### src/rtl/l2_arbiter.sv
// l2_arbiter
//   Shares the single L2 port between the L1 I-cache (line reads) and the
//   L1 D-cache (line reads and write-backs). One transaction is outstanding
//   at a time. When both sides request together, round-robin picks the side
//   that did not win last.
//
// Ports
//   clk, rst_n          clock, asynchronous active-low reset
//   icache_*            I-cache request (read/addr) and response (rdata/resp)
//   dcache_*            D-cache request (read/write/addr/wdata) and response
//   l2_read/l2_write    registered request to L2, held until l2_resp
//   l2_addr/l2_wdata    registered address / write line to L2
//   l2_rdata/l2_resp    line and one-cycle completion pulse from L2
//   i_grant_cnt         completed I-cache transactions (wraps)
//   d_grant_cnt         completed D-cache transactions (wraps)
module l2_arbiter #(
    parameter int W_ADDR = 32,
    parameter int W_LINE = 256,
    parameter int W_CNT  = 32
) (
    input  logic              clk,
    input  logic              rst_n,
    input  logic              icache_read,
    input  logic [W_ADDR-1:0] icache_addr,
    output logic [W_LINE-1:0] icache_rdata,
    output logic              icache_resp,
    input  logic              dcache_read,
    input  logic              dcache_write,
    input  logic [W_ADDR-1:0] dcache_addr,
    input  logic [W_LINE-1:0] dcache_wdata,
    output logic [W_LINE-1:0] dcache_rdata,
    output logic              dcache_resp,
    output logic              l2_read,
    output logic              l2_write,
    output logic [W_ADDR-1:0] l2_addr,
    output logic [W_LINE-1:0] l2_wdata,
    input  logic [W_LINE-1:0] l2_rdata,
    input  logic              l2_resp,
    output logic [W_CNT-1:0]  i_grant_cnt,
    output logic [W_CNT-1:0]  d_grant_cnt
);

    typedef enum logic [1:0] {
        IDLE    = 2'd0,
        SERVE_I = 2'd1,
        SERVE_D = 2'd2,
        RECOVER = 2'd3
    } state_t;

    // last_grant: 0 = I won the previous arbitration, 1 = D won it.
    localparam logic LAST_I = 1'b0;
    localparam logic LAST_D = 1'b1;

    state_t state, state_nxt;
    logic   last_grant;
    logic   i_pend, d_pend;
    logic   grant_i, grant_d;

    assign i_pend = icache_read;
    assign d_pend = dcache_read | dcache_write;

    // I wins when alone, or on contention when D had the previous grant.
    assign grant_i = (state == IDLE) && i_pend && (!d_pend || last_grant == LAST_D);
    assign grant_d = (state == IDLE) && d_pend && !grant_i;

    // Both L1s see the L2 line; only the side with resp high consumes it.
    assign icache_rdata = l2_rdata;
    assign dcache_rdata = l2_rdata;

    // ---------------- state register ----------------
    always_ff @(posedge clk or negedge rst_n) begin
        if (!rst_n) state <= IDLE;
        else        state <= state_nxt;
    end

    // ---------------- next-state logic ----------------
    always_comb begin
        state_nxt = state;
        case (state)
            IDLE: begin
                if (grant_i)      state_nxt = SERVE_I;
                else if (grant_d) state_nxt = SERVE_D;
            end
            SERVE_I: if (l2_resp) state_nxt = RECOVER;
            SERVE_D: if (l2_resp) state_nxt = RECOVER;
            // One quiet cycle so the L2 controller can settle back to idle.
            RECOVER: state_nxt = IDLE;
            default: state_nxt = IDLE;
        endcase
    end

    // ---------------- output logic ----------------
    // Responses follow l2_resp combinationally so the L1 sees completion in
    // the same cycle; an l2_resp outside service is ignored.
    always_comb begin
        icache_resp = 1'b0;
        dcache_resp = 1'b0;
        case (state)
            SERVE_I: icache_resp = l2_resp;
            SERVE_D: dcache_resp = l2_resp;
            default: ;
        endcase
    end

    // ---------------- registered L2 request, arbitration history, counters ----------------
    always_ff @(posedge clk or negedge rst_n) begin
        if (!rst_n) begin
            l2_read     <= 1'b0;
            l2_write    <= 1'b0;
            l2_addr     <= '0;
            l2_wdata    <= '0;
            last_grant  <= LAST_D;
            i_grant_cnt <= '0;
            d_grant_cnt <= '0;
        end else begin
            if (grant_i) begin
                l2_addr    <= icache_addr;
                l2_read    <= 1'b1;
                l2_write   <= 1'b0;
                last_grant <= LAST_I;
            end else if (grant_d) begin
                l2_addr    <= dcache_addr;
                l2_wdata   <= dcache_wdata;
                // read+write together is treated as a write-back
                l2_write   <= dcache_write;
                l2_read    <= ~dcache_write;
                last_grant <= LAST_D;
            end

            if (icache_resp || dcache_resp) begin
                l2_read  <= 1'b0;
                l2_write <= 1'b0;
            end
            if (icache_resp) i_grant_cnt <= i_grant_cnt + W_CNT'(1);
            if (dcache_resp) d_grant_cnt <= d_grant_cnt + W_CNT'(1);
        end
    end

endmodule

### config.mk
export PLATFORM = sky130hd
export DESIGN_NAME = l2_arbiter
export DESIGN_NICKNAME = d
export VERILOG_FILES = /design/src/rtl/l2_arbiter.sv
export SDC_FILE = /design/constraint.sdc
export NUM_CORES = 1
export LEC_CHECK = 0
export ABC_CLOCK_PERIOD_IN_PS = 2300
export CORE_AREA = 2 2 568 570
export DETAILED_ROUTE_END_ITERATION = 10
export DIE_AREA = 0 0 570 572
export GPL_TIMING_DRIVEN = 0
export PLACE_DENSITY_LB_ADDON = 0.1
export SLEW_MARGIN = 10
export SYNTH_ARGS = -nofsm -noshare
export SYNTH_HDL_FRONTEND = slang
export SYNTH_SLANG_ARGS = --single-unit
### constraint.sdc
create_clock -name clk -period 2.3 [get_ports clk]
set_input_delay 0.345 -clock clk [delete_from_list [all_inputs] [get_ports clk]]
set_output_delay 0.345 -clock clk [all_outputs]
set_load 0.005 [all_outputs]
==> Implementation_results.wiki, run 1 <==
{| class="wikitable"
! Metric !! Value
|-
| Initial core utilization || approximately 5.6%
|-
| Number of library cell types mapped by synthesis || 35
|-
| Total CTS buffers || 60
|-
| Post-Synthesis Cell Area || 0.0178 mm^2
|-
| CORE AREA || approximately 0.32 mm^2
|-
| Final global-route overflow total || 0
|-
| Detailed-routing iteration count for the pre-antenna-repair pass || 4
|-
| Worst-case clock skew || between 0.05 and 0.06 ns
|-
| Vias in the first global route || between 15000 and 20000
|-
| CP Buf/Inv Count || 5
|-
| Endpoint of the worst-slack reg-to-reg timing path || l2_wdata[114]
|-
| DRC Markers || 0
|-
| Detailed placement HPWL || 110 mm
|-
| Worst R2R Start || state[0]
|-
| Height of the die || about 570 um
|-
| Relative contribution of sequential cells to total power || 29.2%
|-
| Count of state elements after synthesis || around 360
|-
| Count of final max-slew check failures || 0
|-
| Yosys Warn Count || 0
|-
| Achievable clock frequency || 0.460 GHz
|-
| Number of antenna violations at the first check in global routing || 60
|-
| Switching power as a share of total power || 33.9%
|-
| # setup viols final || 0
|-
| Post-layout net count || approximately 3400
|-
| Highest ir drop seen on vdd || approximately 0.60 mV
|-
| Static leakage || about 15 nW
|-
| Source of the critical timing path || state[0]
|-
| Avg Vias per Cell || 2.20
|-
| Cell chosen for the clock root || clkbuf_16
|-
| Maximum number of pins on one net before global-route repair || about 80
|-
| Weighted congestion reported at the end of routability-driven placement || 0.707
|-
| Footprint of the flip-flops and latches || 0.00894 mm^2
|-
| Count of cells along the worst register-to-register path || 9
|-
| Global-route wire length before repair || 166 mm
|-
| Proportion of synthesized chip area in sequential cells || between 50% and 60%
|-
| Filler instances || ~36000
|-
| Buffer levels on the longest clock path || 3
|-
| Area of the multi-input gates || 0.00494 mm^2
|-
| Setup repair after global routing missed its margin || yes
|-
| Die width || 570 um
|-
| Share of the cycle needed by the critical path after routing || 94.6%
|-
| Critical path start-end classification || register to register
|-
| Antenna Violating Nets Remaining || 0
|-
| Run status || finished clean
|-
| Clock-pin slew on the worst setup and hold paths || about 0.06 ns
|-
| Power density over the cells || 971 mW/mm^2
|-
| Worst-case headroom to the max-slew limit || 58.3%
|-
| Fraction of power consumed by the clock network || a little over a quarter
|-
| Number of max-cap violations || 0
|-
| Final Hold Fails || 0
|-
| Die Footprint || between 0.3 and 0.4 mm^2
|-
| Family of cells with the greatest summed delay on the critical path || buffers and inverters
|-
| Post-Route Utilization || between 10% and 20%
|-
| Min Clock Period, post-route || between 2 and 2.5 ns
|-
| Pin slew with the least headroom to its limit || ~0.63 ns
|-
| Worst endpoint data arrival time || about 2.7 ns
|-
| Critical path data required time || around 2.9 ns
|-
| Endpoint of the most critical setup path || l2_wdata[114]
|-
| Type of the most critical hold path || input port to register
|-
| Total detailed-routing wirelength || between 100 and 150 mm
|-
| Sink count of the clock tree || 357
|-
| Routed WL per cell || 18.7 um
|-
| Ratio of cells with drive above 1 in the final layout || approximately a third
|-
| Endpoint type of the worst setup path || register
|-
| Switch Pwr || ~12 mW
|-
| Synthesized instance count || between 1000 and 1500
|-
| Global routing usage summed across all routing layers || 7.62%
|-
| Total design power || roughly 37 mW
|-
| H-tree depth || 2
|-
| Critical Path Start Type || register
|-
| Vias || roughly 15000
|-
| Cell breakdown of the critical path || inv_2 -> buf_4 -> ha_4 -> o21ai_2 -> a21oi_4 -> buf_12 -> clkbuf_16 -> buf_6 -> mux2_2
|-
| Reg2reg setup slack || around 0.13 ns
|-
| Avg Cell Area, Syn || about 12 um^2
|-
| Worst hold slack || 0.134 ns
|-
| Rows || 208
|-
| Critical Path Stages || 9
|-
| Maximum fanout along the worst path || 10
|-
| Internal Dissipation || approximately 24 mW
|-
| Io pins || ~1500
|-
| Count of input and output buffers || 1193
|-
| Slowest-stage cell, CP || dfrtp_1
|-
| Initial DRC count || 386
|-
| Insertion delay of the later-clocked pin in the worst-skew pair || ~0.75 ns
|-
| Combinational Power Share || 43.8%
|-
| CTS tree || built
|-
| Post-synth net total || slightly above 2000
|-
| Crit-path max cell delay || around 0.43 ns
|-
| Area overhead of the layout relative to synthesis || 112%
|}
==> layer usage <==
metal	vias up	part of all wire, %	routed length [um]	GRT usage (%)
met1	7330	35	45900	7.75
met2	872	51	66800	13.7
met4	58	2.1	2760	1.71
met3	187	12	15500	3.92
li1	7051	-	-	-
met5	-	0.26	344	0
==> layout make-up <==
class                           instances  share of cell area (%)
Tap cell                             4200                    13.9
Buffer                                550                    11.2
Clock inverter                         23                   0.827
Timing Repair Buffer                 1217                    32.4
Clock buffer                           89                    4.71
Antenna cell                           17                   0.112
Inverter                               11                   0.129
Multi-Input combinational cell        565                    13.1
Sequential cell                       357                    23.6
==> timing repair <==
item / 4_1_cts / 5_1_grt
endpoints found under the hold margin: 63 / 0
gates cloned: 2 / 1
setup buffers: 14 / 0
hold buffers: 1 / 0
pin swaps: 3 / 0
resized for setup: 114 / 24
endpoints found under the setup margin: 341 / 178
==> synthesized netlist by cell type (all sizes together) <==
master	number	area (um^2)
nand4	21	144
and3	7	43.8
a22oi	33	248
nand3	23	115
xnor2	44	385
nor4	11	118
or3	2	12.5
or4	2	18.8
buf	544	4010
mux2	258	2910
xor2	18	158
nor3	11	65.1
clkbuf	7	26.3
o31ai	1	7.51
nor2	20	75.1
inv	11	41.3
mux2i	1	10.0
and2	2	12.5
or2	3	18.8
o21ai	2	10.0
a21oi	6	30.0
o21ba	1	10.0
dfrtp	356	8910
nor2b	1	6.26
ha	6	75.1
dfstp	1	26.3
nand2	91	342
and4	1	8.76
==> cell usage in the layout (no fill, tap or decap), types with 7 or more instances in the layout <==
| master | instances |
|---|---|
| clkdlybuf4s50_1 | 1161 |
| a22oi_1 | 33 |
| clkbuf_8 | 17 |
| xnor2_1 | 44 |
| clkbuf_1 | 15 |
| clkbuf_16 | 63 |
| nand3_1 | 23 |
| xor2_1 | 18 |
| inv_1 | 7 |
| dlygate4sd2_1 | 29 |
| diode_2 | 17 |
| nand2_1 | 89 |
| buf_4 | 532 |
| clkinv_2 | 8 |
| and3_1 | 7 |
| buf_12 | 9 |
| mux2_2 | 257 |
| nand4_1 | 19 |
| nor3_1 | 8 |
| dfrtp_1 | 353 |
| buf_6 | 12 |
| nor2_1 | 19 |
| clkinvlp_4 | 8 |
==> how the worst min path moves through the flow <==
stage / start / to / slack (ns) / depth (start not counted)
finish: dcache_addr[9] / l2_addr[9] / 0.13 / 3
global route: dcache_addr[9] / l2_addr[9] / 0.08 / 3
CTS: dcache_addr[9] / l2_addr[9] / 0.02 / 3
detailed placement: rst_n / d_grant_cnt[28] / 0.42 / 1
global placement: i_grant_cnt[31] / i_grant_cnt[31] / 0.47 / 1
floorplan: rst_n / d_grant_cnt[0] / 0.05 / 0
==> cell families (layout without fill, tap and decap cells) <==
| logic type | Yosys count | count (layout) | share of synthesized area, % |
|---|---|---|---|
| buffers and inverters | 562 | 1890 | 22.9 |
| XOR/XNOR | 62 | 62 | 3.05 |
| flip-flops | 357 | 357 | 50.1 |
| other | 0 | 17 | 0 |
| AO/OA/AOI/OAI | 43 | 43 | 1.71 |
| adder cells (fa/ha/maj) | 6 | 6 | 0.421 |
| multiplexers | 259 | 259 | 16.3 |
| AND/OR/NAND/NOR | 195 | 195 | 5.49 |
==> registers in the layout (all words and copies together), names as in the netlist <==
signal	count
last_grant	1
l2_wdata	256
l2_addr	32
l2_read	1
l2_write	1
state	2
d_grant_cnt	32
i_grant_cnt	32
==> power by group through the flow <==
| stage | Combinational, mW | Clock, mW | Sequential, mW |
|---|---|---|---|
| 3_3_place_gp | 16.5 | 0 | 10.9 |
| 2_1_floorplan | 4.86 | 0 | 10.7 |
| 6_report | 16.1 | 9.91 | 10.7 |
| 4_1_cts | 16.9 | 10.7 | 10.8 |
| 5_1_grt | 17.5 | 10.8 | 11.2 |
| 3_5_place_dp | 16.4 | 0 | 10.9 |
==> through the flow <==
step	instance area, um^2	worst slack, ns	TNS (ns)	cells
2_1_floorplan	17800	0.297	0	1484
3_3_place_gp	35000	-21.53	-8014.65	6877
3_5_place_dp	35200	-1.64	-367.17	6883
4_1_cts	37700	-0.0163	-0.112	7012
5_1_grt	37800	-0.0261	-0.457	7013
6_report	37800	0.125	0	7029
==> worst min-delay path, stage by stage <==
cell	delay, ns
clkdlybuf4s50_1	0.40
nand2_1	0.06
nand2_1	0.04
No activity file was read; power rests on OpenSTA's default activity.
==> inputs of run 2 (changes only) <==
--- a/config.mk
+++ b/config.mk
@@ -6,6 +6,7 @@
 export NUM_CORES = 1
 export LEC_CHECK = 0
 export ABC_CLOCK_PERIOD_IN_PS = 2300
+export CAP_MARGIN = 15
 export CORE_AREA = 2 2 568 570
 export DETAILED_ROUTE_END_ITERATION = 10
 export DIE_AREA = 0 0 570 572
==> results of run 2 <==
Final layout, timing and power as in run 1 (identical DEF).
